<file path="config.mk">
export PLATFORM = sky130hd
export DESIGN_NAME = varredura_teclado4x4
export DESIGN_NICKNAME = d
export VERILOG_FILES = /design/src/rtl/varredura_teclado4x4.sv
export SDC_FILE = /design/constraint.sdc
export NUM_CORES = 1
export LEC_CHECK = 0
export BUFFER_PORTS_ARGS = -buffer_cell sky130_fd_sc_hd__buf_2
export CAP_MARGIN = 20
export CORE_ASPECT_RATIO = 1.75
export CORE_MARGIN = 2
export CORE_UTILIZATION = 40
export DETAILED_ROUTE_END_ITERATION = 6
export SYNTH_ARGS = -nofsm -noshare
export SYNTH_HDL_FRONTEND = slang
export SYNTH_SLANG_ARGS = --single-unit
</file>
<file path="constraint.sdc">
create_clock -name clk -period 3.41 [get_ports clk]
set_input_delay 0.1705 -clock clk [delete_from_list [all_inputs] [get_ports clk]]
set_output_delay 0.1705 -clock clk [all_outputs]
set_load 0.005 [all_outputs]
</file>
<file path="src/rtl/varredura_teclado4x4.sv">
// varredura_teclado4x4: 4x4 matrix keypad scanner with frame-level debounce.
// Columns are driven one at a time (active low), the synchronized rows are
// folded into a 16-bit frame, and a frame is committed to `teclas` only after
// DEBOUNCE identical consecutive sweeps.
module varredura_teclado4x4 #(
    parameter int SCAN_DIV = 4,
    parameter int DEBOUNCE = 3
) (
    input  logic        clk,
    input  logic        rst,
    input  logic [3:0]  linhas,
    output logic [3:0]  colunas,
    output logic [15:0] teclas,
    output logic        valido
);

    localparam int DIV_W = $clog2(SCAN_DIV);
    localparam int CNT_W = $clog2(DEBOUNCE + 1);

    typedef enum logic [1:0] {
        SOLTO       = 2'd0,
        CONFIRMA    = 2'd1,
        PRESSIONADO = 2'd2,
        SOLTANDO    = 2'd3
    } estado_t;

    // Synchronizer and sweep registers
    logic [3:0]       sync1_q, sync1_d;
    logic [3:0]       sync2_q, sync2_d;
    logic [1:0]       col_q, col_d;
    logic [DIV_W-1:0] div_q, div_d;
    logic [15:0]      acc_q, acc_d;

    // Debounce registers
    estado_t          estado_q, estado_d;
    logic [15:0]      cand_q, cand_d;
    logic [CNT_W-1:0] cnt_q, cnt_d;
    logic [15:0]      teclas_q, teclas_d;
    logic             valido_q, valido_d;

    // Internal strobes
    logic             amostra;
    logic             frame_evt;
    logic [15:0]      frame;
    logic [CNT_W-1:0] cnt_inc;

    assign colunas = ~(4'b0001 << col_q);
    assign teclas  = teclas_q;
    assign valido  = valido_q;

    // Row synchronizer, column dwell counter and frame accumulation
    always_comb begin
        sync1_d   = linhas;
        sync2_d   = sync1_q;
        div_d     = div_q;
        col_d     = col_q;
        acc_d     = acc_q;
        amostra   = (div_q == DIV_W'(SCAN_DIV - 1));
        if (amostra) begin
            div_d = '0;
            col_d = col_q + 2'd1;
            for (int r = 0; r < 4; r++) begin
                acc_d[{2'(r), col_q}] = ~sync2_q[r];
            end
        end else begin
            div_d = div_q + DIV_W'(1);
        end
        // The column-3 sample closes a frame; the FSM sees it on the same edge.
        frame_evt = amostra && (col_q == 2'd3);
        frame     = acc_d;
    end

    // Debounce decision, evaluated only on frame events
    always_comb begin
        estado_d = estado_q;
        cand_d   = cand_q;
        cnt_d    = cnt_q;
        teclas_d = teclas_q;
        valido_d = 1'b0;
        cnt_inc  = cnt_q + CNT_W'(1);
        if (frame_evt) begin
            unique case (estado_q)
                SOLTO: begin
                    if (frame != 16'h0000) begin
                        estado_d = CONFIRMA;
                        cand_d   = frame;
                        cnt_d    = CNT_W'(1);
                    end
                end
                CONFIRMA: begin
                    if (frame == cand_q) begin
                        cnt_d = cnt_inc;
                        if (cnt_inc == CNT_W'(DEBOUNCE)) begin
                            estado_d = PRESSIONADO;
                            teclas_d = cand_q;
                            valido_d = 1'b1;
                        end
                    end else if (frame == 16'h0000) begin
                        estado_d = SOLTO;
                    end else begin
                        cand_d = frame;
                        cnt_d  = CNT_W'(1);
                    end
                end
                PRESSIONADO: begin
                    if (frame != teclas_q) begin
                        estado_d = SOLTANDO;
                        cand_d   = frame;
                        cnt_d    = CNT_W'(1);
                    end
                end
                SOLTANDO: begin
                    if (frame == teclas_q) begin
                        // Bounce back to the committed vector: no pulse.
                        estado_d = PRESSIONADO;
                    end else if (frame == cand_q) begin
                        cnt_d = cnt_inc;
                        if (cnt_inc == CNT_W'(DEBOUNCE)) begin
                            if (cand_q == 16'h0000) begin
                                estado_d = SOLTO;
                                teclas_d = 16'h0000;
                            end else begin
                                estado_d = PRESSIONADO;
                                teclas_d = cand_q;
                                valido_d = 1'b1;
                            end
                        end
                    end else begin
                        cand_d = frame;
                        cnt_d  = CNT_W'(1);
                    end
                end
                default: estado_d = SOLTO;
            endcase
        end
    end

    // State registers with synchronous reset; synchronizer resets to "no key"
    always_ff @(posedge clk) begin
        if (rst) begin
            sync1_q  <= 4'hF;
            sync2_q  <= 4'hF;
            col_q    <= 2'd0;
            div_q    <= '0;
            acc_q    <= 16'h0000;
            estado_q <= SOLTO;
            cand_q   <= 16'h0000;
            cnt_q    <= '0;
            teclas_q <= 16'h0000;
            valido_q <= 1'b0;
        end else begin
            sync1_q  <= sync1_d;
            sync2_q  <= sync2_d;
            col_q    <= col_d;
            div_q    <= div_d;
            acc_q    <= acc_d;
            estado_q <= estado_d;
            cand_q   <= cand_d;
            cnt_q    <= cnt_d;
            teclas_q <= teclas_d;
            valido_q <= valido_d;
        end
    end

endmodule

</file>
==> results of run 1 <==
sequential cells by signal, indices dropped and copies added, names as in the netlist:
| signal | flops |
|---|---|
| cand_q | 16 |
| acc_q | 16 |
| col_q | 2 |
| estado_q | 2 |
| valido | 1 |
| sync1_q | 4 |
| sync2_q | 4 |
| div_q | 2 |
| cnt_q | 2 |
| teclas | 16 |
through the flow:
stage / instances / hold WS (ns) / cell area, µm²
floorplan: 408 / 0.274 / 3570
detailed placement: 543 / 0.356 / 3860
global placement: 543 / 0.354 / 3860
finish: 558 / 0.0104 / 4180
global route: 558 / 0.0153 / 4180
CTS: 558 / 0.00693 / 4180
worst paths after layout:
| path | slack [ns] | endpoint | cells past startpoint | start |
|---|---|---|---|---|
| hold / removal | 0.01 | sync1_q[2]$_SDFF_PP1_ | 2 | linhas[2] |
| setup reg to reg | 0.26 | cand_q[4]$_SDFFE_PP0P_ | 9 | col_q[0]$_SDFFE_PP0N_ |
| hold reg to reg | 0.41 | sync2_q[1]$_SDFF_PP1_ | 1 | sync1_q[1]$_SDFF_PP1_ |
| setup / recovery | 0.26 | cand_q[4]$_SDFFE_PP0P_ | 9 | col_q[0]$_SDFFE_PP0N_ |
kinds of logic after synthesis:
family	share of synthesized area
buf+inv	0.0620
flops	0.364
xor+xnor	0.0441
mux	0.0970
compound gates	0.192
simple gates	0.220
fa+ha+maj	0.0210
layout by cell type, fill, tap and decap left out, drive strengths merged, types with 3 or more instances in the layout:
master / instances
buf: 42
o2111ai: 4
nand2: 39
nor2: 16
nand3b: 6
and3: 7
a21oi: 16
a21bo: 6
and3b: 5
nand4: 5
nor3: 9
ha: 6
nor4: 8
a31o: 5
mux2i: 32
nand3: 8
xor2: 6
dfxtp: 65
or2: 14
o21ai: 12
inv: 26
o31ai: 5
nor2b: 9
o22ai: 4
nand2b: 5
and2: 4
a21boi: 5
o32ai: 3
a31oi: 5
clkbuf: 13
a21o: 3
xnor2: 12
a221oi: 3
per-layer routing:
metal,share of wire,global-route usage
met5,0,0
met4,0.065,0.156
met3,0.048,0.0490
met2,0.50,0.408
met1,0.38,0.275
cell type report:
cell class	count	area, µm²
inverters	27	101
repair buffers	42	263
flip-flops and latches	65	1300
well taps	117	146
multi-input cells	292	2050
fillers	898	4490
clock inverters	2	35.0
clock buffers	13	280
power by group:
group,switching [mW],internal (mW),leakage [nW]
Combinational,0.0641,0.0363,1.29
Sequential,0.00987,0.770,0.526
Clock,0.324,0.639,0.158
==> summary by stage, run 1 <==
CTS
The maximum buffer depth of the clock tree is 2. In this run the clock root is driven by a sky130_fd_sc_hd__clkbuf_16. The clock transition at the registers of the reported paths is 0.05 ns. The number of sinks on the clock net is 65. The total of hold buffers inserted after clock tree synthesis is 0. Buffers inserted during clock tree synthesis total 9. Clock latency on the worst-skew pair, taken at its later pin, is around 0.34 ns.

The number of post-CTS setup repair buffers is 0. The CTS tree is yes. The number of gates resized after CTS was 0. The H-tree was split into 3 levels.

Synth
The library cell occupying the most area in the post-synthesis netlist is sky130_fd_sc_hd__dfxtp_1. The main flop type after synthesis is sky130_fd_sc_hd__dfxtp_1. The post-synthesis async set-or-reset flop share is 0. The post-synthesis instance area is between 3000 and 4000 µm². In this run the mean area of a mapped cell was approximately 8.8 µm². After technology mapping, the gate count stands at roughly 400.

The Yosys step of the flow raised 0 warnings. The number of nets in the synthesized netlist is 420. In this run, synthesis inferred 0 flip-flops with an integrated enable. Sorting the synthesized cells by area gives the leading types as sky130_fd_sc_hd__dfxtp_1 36%, sky130_fd_sc_hd__mux2i_1 8.7%, sky130_fd_sc_hd__nand2_1 3.9%, sky130_fd_sc_hd__xnor2_1 2.9%, sky130_fd_sc_hd__inv_1 2.7%. The most numerous cell in the Yosys netlist is sky130_fd_sc_hd__dfxtp_1.

The share of synthesized area in the top cell type comes to 0.364. The commonest cells after synthesis are 65 x sky130_fd_sc_hd__dfxtp_1, 37 x sky130_fd_sc_hd__nand2_1, 31 x sky130_fd_sc_hd__mux2i_1. The share of the Yosys chip area taken by registers is 0.364.

In this run, distinct cell masters in the synthesized netlist total 61. The flop and latch count out of synthesis is 65.

Worst setup path
For this design, the slowest cell found on the critical path is sky130_fd_sc_hd__a2111oi_1. The arrival time of data at the critical path endpoint is ~3.4 ns. The worst setup path is launched from a register. The endpoint type of the worst setup path is a register.

The required time of the critical path is about 3.6 ns. Along the worst path, the maximum fanout reaches 6. The kind of cell with the highest combined delay along the critical path is compound AO/OA/AOI/OAI gates.

The number of buffers and inverters on the critical path is 1. The signal on the critical path passes through inv_1 -> ha_1 -> and3b_1 -> or3_1 -> a2111oi_1 -> o2111a_1 -> a31oi_1 -> nand3_1 -> mux2_2. The critical path is of the register to register type. The stage delay of the slowest cell on the critical path is slightly above 0.5 ns.

STA
The final critical delay including setup and external delays is approximately 3.2 ns. Setup repair after global routing left no endpoint under its margin. Adding up every negative setup slack in the final design gives 0 ns. The maximum clock rate is around 0.32 GHz. At the pin with the least slew margin, the transition time is 0.649 ns.

The number of max-slew violations in the final report was 0. The worst slew margin relative to its limit is 0.567. The least setup slack across all paths after layout is 0.259 ns.

Between clock sinks in the finished design, the worst skew comes to 0.00598 ns. Setup violations remaining at the end of the flow were counted as 0. The number of failing hold endpoints at the final stage came to 0. Dividing the final minimum period by the clock period gives 0.924.

Routing
The total via count in the routed design is 3199. The vias per cell is about 5.7. In the final routed layout, each cell accounts on average for roughly 20 µm.

The remaining number of nets flagged by the antenna check after routing is 0. After detailed routing, the total wire length is 10900 µm. The total DRC errors in the routed layout is 0. The DRC marker count from the first detailed-route iteration is around 280. For this run, the detailed router's first-pass iteration total came to 4.

Floorplanning
The floorplan die area is 9740 µm². The chip height is 129 µm. The number of core rows is 45.

In this run the count of I/O pins placed on the die edge is 27. For this configuration, the core starts out at a cell density of 0.412. The core region is between 8000 and 9000 µm². The width of the die is between 70 and 80 µm.

Global routing
The initial antenna violation count came to 0. The number of global-route vias before repair came to about 3200. The total global routing overflow is 0.

The wire length of the first global-routing pass is roughly 17000 µm. The largest net degree at the start of global routing is 35. The total global routing track utilization is 0.245.

Pwr
The peak supply drop is about 270 µV. The static leakage is between 1.5 and 2 nW. Dividing total power by cell area gives a power density of 441 nW/µm². The total power consumption of the routed design is approximately 1.8 mW.

Placement
The last weighted congestion value of the routability-driven placer is between 1 and 1.5. The placed wire-length estimate is 8110 µm. OpenSTA, run right after detailed placement, puts the worst setup slack at 0.265 ns. During placement, the flow inserted port buffers numbering 26.

Flow run
The count of max-cap constraint violations is 0.

Outcome
The run finished with clean final reports.

Hold path
The tightest min-delay check is of the primary input to register type.

Layout
The number of antenna diodes in the final layout is 0. The final design utilization is 0.482. From synthesis to final layout, the design area changed by 16.9%. In the final layout, the share of cells above drive strength 1 is 0.204.

The net count of the finished layout is 449.
(Power assumes the default switching activity.)
==> run 2: changes to the inputs <==
--- a/config.mk
+++ b/config.mk
@@ -11,6 +11,7 @@
 export CORE_MARGIN = 2
 export CORE_UTILIZATION = 40
 export DETAILED_ROUTE_END_ITERATION = 6
+export RECOVER_POWER = 100
 export SYNTH_ARGS = -nofsm -noshare
 export SYNTH_HDL_FRONTEND = slang
 export SYNTH_SLANG_ARGS = --single-unit
==> summary by stage, run 2 (synthesis gave the netlist of run 1 again) <==
STA
The number of failing hold endpoints at the final stage was 0 (unchanged). The post-route clock period utilization is 0.928 (was 0.924). The worst slew margin relative to its limit is 0.0166 (was 0.567). The number of setup violations in the final report came to 0 (unchanged). The accumulated negative setup slack is 0 ns (unchanged). The maximum clock rate was 0.316 GHz (was 0.317 GHz).

The worst clock skew is 0.00676 ns (was 0.00598 ns). The actual transition at the worst max-transition pin is 1.48 ns (was 0.649 ns). The number of max-slew violations in the final report came to 0 (unchanged). Setup repair after global routing missed its margin: no (unchanged). The final critical delay including setup and external delays came to 3.17 ns (was 3.15 ns).

Global routing
The total global routing track utilization is 0.245 (unchanged). The largest net degree at the start of global routing came to 35 (unchanged). The initial antenna violation count came to 0 (unchanged). The total global routing overflow is 0 (unchanged). The wire length of the first global-routing pass is 17400 µm (unchanged). The number of global-route vias before repair is 3237 (unchanged).

Layout
Commonest cells after routing, fill and taps aside: 65 x sky130_fd_sc_hd__dfxtp_1, 39 x sky130_fd_sc_hd__nand2_1, 32 x sky130_fd_sc_hd__mux2i_1 (was 65 x sky130_fd_sc_hd__dfxtp_1, 37 x sky130_fd_sc_hd__nand2_1, 31 x sky130_fd_sc_hd__mux2i_1). The final-stage net count came to 449 (unchanged). The commonest non-fill, non-tap cell in the layout is sky130_fd_sc_hd__dfxtp_1 (unchanged). The synthesis-to-finish area growth is 15.2% (was 16.9%). The diode insertion count for antenna repair is 0 (unchanged). The finished layout cell area is 4120 µm² (was 4180 µm²). The fraction of layout instances using a drive strength above 1 came to 0.163 (was 0.204).

Pwr
The static leakage was 1.91 nW (was 1.97 nW). The peak supply drop is 271 µV (about the same). The total power consumption of the routed design came to 1.84 mW (about the same). The power density normalized to cell area is 448 nW/µm² (was 441 nW/µm²).

Floorplanning
The initial core utilization is 0.412 (unchanged). The width of the die came to 75.5 µm (unchanged). The chip height is 129 µm (unchanged).

The number of top-level pins is 27 (unchanged). The number of core rows came to 45 (unchanged). The floorplan die area is 9740 µm² (unchanged). The total core area is 8670 µm² (unchanged).

Worst setup path
The endpoint type of the worst setup path is a register (unchanged). The required time of the critical path came to 3.63 ns (was 3.64 ns). Cell breakdown of the critical path: inv_1 -> ha_1 -> buf_4 -> a21bo_2 -> and3_1 -> a211o_1 -> nor4_2 -> and4_1 -> nand3_4 -> buf_6 -> mux2i_1 (was inv_1 -> ha_1 -> and3b_1 -> or3_1 -> a2111oi_1 -> o2111a_1 -> a31oi_1 -> nand3_1 -> mux2_2). The biggest fanout along the worst timing path is 15 (was 6). The arrival time of data at the critical path endpoint came to 3.38 ns (about the same). The cell family with the largest share of critical-path delay is simple AND/OR/NAND/NOR gates (was compound AO/OA/AOI/OAI gates). The type of the worst setup path is register to register (unchanged). The stage delay of the slowest cell on the critical path is 0.54 ns (was 0.51 ns). The count of buffer and inverter cells on the critical path came to 3 (was 1). The cell at the slowest stage of the critical path is sky130_fd_sc_hd__nor4_2 (was sky130_fd_sc_hd__a2111oi_1).

The category of the worst setup path launch point is a register (unchanged).

Routing
The total via count in the routed design is 3184 (was 3199). The remaining number of nets flagged by the antenna check after routing is 0 (unchanged). The first-pass iteration count of the detailed router is 4 (unchanged). The overall routed net length is 10900 µm (about the same). The total DRC errors in the routed layout is 0 (unchanged). The final routed wire length divided by cell count came to 19.6 µm (about the same). The vias per cell is 5.71 (was 5.73). The DRC marker count from the first detailed-route iteration is 306 (was 284).

Placement
The last weighted congestion value of the routability-driven placer came to 1.02 (unchanged). The instance area after placement was 3860 µm² (unchanged). The total of buffers placed on input and output ports is 26 (unchanged). The placed wire-length estimate was 8110 µm (unchanged).

Outcome
Outcome: finished, final reports clean (unchanged).

CTS
The total of hold buffers inserted after clock tree synthesis is 0 (unchanged). The number of post-CTS setup repair buffers is 0 (unchanged). The CTS tree is yes (unchanged).

The buffer cell driving the clock tree root is sky130_fd_sc_hd__clkbuf_16 (unchanged). The clock network latency to the later pin of the worst-skew pair is 0.34 ns (about the same). The number of buffers created by CTS is 9 (unchanged). The maximum buffer depth of the clock tree came to 2 (unchanged). The clock transition at the registers of the reported paths was 0.06 ns (was 0.05 ns). The depth of the CTS H-tree is 3 (unchanged). The number of sinks on the clock net is 65 (unchanged). The post-CTS resize count is 0 (unchanged).

Hold path
The worst hold path class is primary input to register (unchanged).

Flow run
The count of max-cap constraint violations came to 0 (unchanged).
## run 2: final timing paths
check / startpoint / endpoint / slack (ns) / depth (start not counted)
max: col_q[0]$_SDFFE_PP0N_ / teclas[1]$_SDFFE_PP0P_ / 0.24 / 11
min: linhas[2] / sync1_q[2]$_SDFF_PP1_ / 0.009 / 2
min reg2reg: sync1_q[1]$_SDFF_PP1_ / sync2_q[1]$_SDFF_PP1_ / 0.41 / 1
max reg2reg: col_q[0]$_SDFFE_PP0N_ / teclas[1]$_SDFFE_PP0P_ / 0.24 / 11
## run 2: layout make-up
type	count	area, µm²
clock inverters	2	35.0
fillers	917	4560
inverters	27	101
flip-flops and latches	65	1300
repair buffers	42	219
multi-input cells	292	2030
well taps	117	146
clock buffers	13	280
## run 2: per-stage QoR
stage	util	std cells	hold WS, ns	worst slack, ns
finish	0.475	558	0.00891	0.245
global route	0.475	558	0.0153	0.0207
CTS	0.482	558	0.00693	0.251
detailed placement	0.445	543	0.356	0.265
global placement	0.445	543	0.354	0.415
floorplan	-	408	0.274	0.752
## run 2: layer usage
metal,track usage,vias to the layer above,wire (µm)
li1,-,1526,-
met1,0.275,1514,4300
met2,0.408,102,5510
met3,0.0490,42,427
met4,0.156,0,697
met5,0,-,0
## run 2: where the power goes
| part | internal (mW) | switching [mW] |
|---|---|---|
| Sequential | 0.770 | 0.00974 |
| Clock | 0.639 | 0.327 |
| Combinational | 0.0342 | 0.0636 |
| Total | 1.44 | 0.400 |
==> run 3: changes to the inputs <==
--- a/config.mk
+++ b/config.mk
@@ -6,7 +6,6 @@
 export NUM_CORES = 1
 export LEC_CHECK = 0
 export BUFFER_PORTS_ARGS = -buffer_cell sky130_fd_sc_hd__buf_2
-export CAP_MARGIN = 20
 export CORE_ASPECT_RATIO = 1.75
 export CORE_MARGIN = 2
 export CORE_UTILIZATION = 40
@@ -15,3 +14,4 @@
 export SYNTH_ARGS = -nofsm -noshare
 export SYNTH_HDL_FRONTEND = slang
 export SYNTH_SLANG_ARGS = --single-unit
+export TNS_END_PERCENT = 10
==> constraint.sdc (replaced) <==
create_clock -name clk -period 4 [get_ports clk]
set_input_delay 0.2 -clock clk [delete_from_list [all_inputs] [get_ports clk]]
set_output_delay 0.2 -clock clk [all_outputs]
set_load 0.005 [all_outputs]
==> summary by stage, run 3 (synthesis gave the netlist of run 1 again) <==
STA
The worst clock skew came to 0.00607 ns (was 0.00676 ns). The number of max-slew violations in the final report is 73 (was 0). The post-route clock period utilization was 0.922 (was 0.928). The actual transition at the worst max-transition pin is 1.68 ns (was 1.48 ns). The number of setup violations in the final report was 0 (unchanged). The maximum clock rate came to 0.271 GHz (was 0.316 GHz). Setup repair after global routing missed its margin: no (unchanged). The number of failing hold endpoints at the final stage was 0 (unchanged). The worst slew margin relative to its limit is -0.121 (was 0.0166). The final critical delay including setup and external delays was 3.69 ns (was 3.17 ns). The accumulated negative setup slack is 0 ns (unchanged).

Pwr
The sequential share of power is 0.442 (was 0.423). The part of the total power dissipated in combinational logic is 0.053 (about the same). The internal power contribution is 1.17 mW (was 1.44 mW). The switching part of the total power is 0.221 (was 0.217). The power density normalized to cell area is 373 nW/µm² (was 448 nW/µm²). The static leakage is 1.85 nW (was 1.91 nW).

The peak supply drop is 197 µV (was 271 µV). The switching power of the nets came to 332 µW (was 400 µW). The proportion of power drawn by the clock network is 0.505 (was 0.524).

Worst setup path
The startpoint of the worst-slack reg-to-reg timing path was div_q[0]$_SDFF_PP0_ (was col_q[0]$_SDFFE_PP0N_). The worst flop-to-flop path endpoint is cnt_q[0]$_SDFFE_PP0P_ (was teclas[1]$_SDFFE_PP0P_). The biggest fanout along the worst timing path came to 11 (was 15).

The launch point of the critical path was div_q[0]$_SDFF_PP0_ (was col_q[0]$_SDFFE_PP0N_). The category of the worst setup path launch point was a register (unchanged). The endpoint type of the worst setup path was a register (unchanged). The count of cells along the worst register-to-register path was 10 (was 11).

The most numerous cell type found on the critical path is sky130_fd_sc_hd__clkbuf_1. The stage delay of the slowest cell on the critical path is 0.54 ns (about the same). The type of the worst setup path is register to register (unchanged). The cell at the slowest stage of the critical path is sky130_fd_sc_hd__a31oi_1 (was sky130_fd_sc_hd__nor4_2). The slack of the worst reg-to-reg path was 0.31 ns (was 0.24 ns). The arrival time of data at the critical path endpoint is 3.92 ns (was 3.38 ns).

The required time of the critical path is 4.23 ns (was 3.63 ns). Cell breakdown of the critical path: ha_1 -> clkbuf_1 -> and2_1 -> o31ai_1 -> o22ai_1 -> nor4_1 -> a31oi_1 -> clkbuf_1 -> o21ai_0 -> a221oi_1 (was inv_1 -> ha_1 -> buf_4 -> a21bo_2 -> and3_1 -> a211o_1 -> nor4_2 -> and4_1 -> nand3_4 -> buf_6 -> mux2i_1). The endpoint of the worst setup timing path is cnt_q[0]$_SDFFE_PP0P_ (was teclas[1]$_SDFFE_PP0P_).

Layout
The fraction of layout instances using a drive strength above 1 was 0.145 (was 0.163). The diode insertion count for antenna repair was 0 (unchanged). Commonest cells after routing, fill and taps aside: 65 x sky130_fd_sc_hd__dfxtp_1, 38 x sky130_fd_sc_hd__nand2_1, 32 x sky130_fd_sc_hd__mux2i_1 (was 65 x sky130_fd_sc_hd__dfxtp_1, 39 x sky130_fd_sc_hd__nand2_1, 32 x sky130_fd_sc_hd__mux2i_1). The count of fill cells added during filler insertion came to 885 (was 917). The synthesis-to-finish area growth was 13.1% (was 15.2%). The final-stage net count is 442 (was 449). The commonest non-fill, non-tap cell in the layout was sky130_fd_sc_hd__dfxtp_1 (unchanged).

The final cell count without fillers came to 550 (was 558).

CTS
The number of buffers created by CTS was 9 (unchanged). The depth of the CTS H-tree came to 3 (unchanged). The buffer cell driving the clock tree root is sky130_fd_sc_hd__clkbuf_16 (unchanged). The post-CTS resize count is 0 (unchanged). The number of sinks on the clock net is 65 (unchanged). The number of post-CTS setup repair buffers is 0 (unchanged). The total of hold buffers inserted after clock tree synthesis is 0 (unchanged). The CTS tree is yes (unchanged). The maximum buffer depth of the clock tree was 2 (unchanged). The clock network latency to the later pin of the worst-skew pair was 0.34 ns (about the same). The clock transition at the registers of the reported paths came to 0.05 ns (was 0.06 ns).

Global routing
The wire length of the first global-routing pass is 16900 µm (was 17400 µm). The initial antenna violation count is 0 (unchanged). The total global routing overflow is 0 (unchanged). The total global routing track utilization is 0.239 (was 0.245).

The number of global-route vias before repair is 3197 (was 3237). The largest net degree at the start of global routing is 37 (was 35).

Outcome
The checks that failed: capacitance limit, slew limit. Outcome: complete, but fails checks (was finished, final reports clean).

Routing
The final routed wire length divided by cell count came to 19.3 µm (was 19.6 µm). The overall routed net length was 10600 µm (was 10900 µm). The total DRC errors in the routed layout is 0 (unchanged). The DRC marker count from the first detailed-route iteration is 191 (was 306). The remaining number of nets flagged by the antenna check after routing is 0 (unchanged). The total via count in the routed design was 3152 (was 3184). The vias per cell is 5.73 (was 5.71). The first-pass iteration count of the detailed router is 4 (unchanged).

Placement
The placed wire-length estimate is 7920 µm (was 8110 µm). The last weighted congestion value of the routability-driven placer came to 1.01 (was 1.02). The total of buffers placed on input and output ports was 26 (unchanged). The cell count after placement came to 536 (was 543).

Floorplanning
The width of the die is 75.5 µm (unchanged). The number of top-level pins is 27 (unchanged). The number of core rows came to 45 (unchanged). The total core area is 8670 µm² (unchanged). The chip height is 129 µm (unchanged). The floorplan die area came to 9740 µm² (unchanged). The initial core utilization came to 0.412 (unchanged).

Flow run
The count of max-cap constraint violations came to 2 (was 0).

Hold path
The worst hold path class was primary input to register (unchanged).
## run 3: cell types whose count changed in the layout (fill, tap and decap cells not counted), sizes merged
cell / before / now
buf: 24 / 21
clkbuf: 31 / 25
clkinvlp: 0 / 1
## run 3: how the worst min path moves through the flow
| stage | startpoint | to | slack, ns | cells after the start |
|---|---|---|---|---|
| 6_report | linhas[0] | sync1_q[0]$_SDFF_PP1_ | 0.04 | 2 |
| 5_1_grt | linhas[1] | sync1_q[1]$_SDFF_PP1_ | 0.04 | 2 |
| 4_1_cts | linhas[0] | sync1_q[0]$_SDFF_PP1_ | 0.03 | 2 |
| 3_5_place_dp | linhas[0] | sync1_q[0]$_SDFF_PP1_ | 0.38 | 2 |
| 3_3_place_gp | linhas[2] | sync1_q[2]$_SDFF_PP1_ | 0.38 | 2 |
| 2_1_floorplan | linhas[0] | sync1_q[0]$_SDFF_PP1_ | 0.30 | 1 |
## run 3: cell type report
| class | count | area, µm² | share of cell area |
|---|---|---|---|
| clock buffers | 11 | 243 | 0.0601 |
| clock inverters | 3 | 42.5 | 0.0105 |
| inverters | 27 | 101 | 0.0251 |
| multi-input cells | 292 | 2040 | 0.506 |
| flip-flops and latches | 65 | 1300 | 0.322 |
| well taps | 117 | 146 | 0.0362 |
| repair buffers | 35 | 163 | 0.0402 |
## run 3: power by group through the flow
stage / logic [mW] / clock network (mW) / registers [mW]
floorplan: 0.0612 / 0 / 0.673
global placement: 0.0798 / 0 / 0.679
detailed placement: 0.0808 / 0 / 0.679
CTS: 0.0814 / 0.775 / 0.666
global route: 0.0871 / 0.801 / 0.667
finish: 0.0795 / 0.760 / 0.666
## run 3: layer usage
layer | part of all wire | GRT usage | wire (µm)
met5 | 0 | 0 | 0
met4 | 0.070 | 0.175 | 746
met3 | 0.039 | 0.0552 | 418
met2 | 0.51 | 0.399 | 5420
met1 | 0.38 | 0.252 | 4020
## run 3: stage by stage
stage                     hold WS, ns  utilization  power, mW  setup slack [ns]  instance area [µm²]
after floorplan                 0.304            -      0.734              1.34                 3570
after global placement          0.382        0.438      0.759             0.547                 3800
after detailed placement        0.384        0.438      0.760             0.466                 3800
after CTS                      0.0333        0.471       1.52             0.462                 4080
after global routing           0.0429        0.466       1.55            0.0566                 4040
final                          0.0418        0.466       1.51             0.310                 4040
## run 3: worst max-delay path: cells and delay by family, from the launching register on
family / cells / cell delay (ns)
AOI/OAI and AO/OA: 5 / 1.49
buffers and inverters: 2 / 0.79
and+or+nand+nor: 2 / 0.56
adders and majority gates: 1 / 0.40
DFF: 1 / 0.33
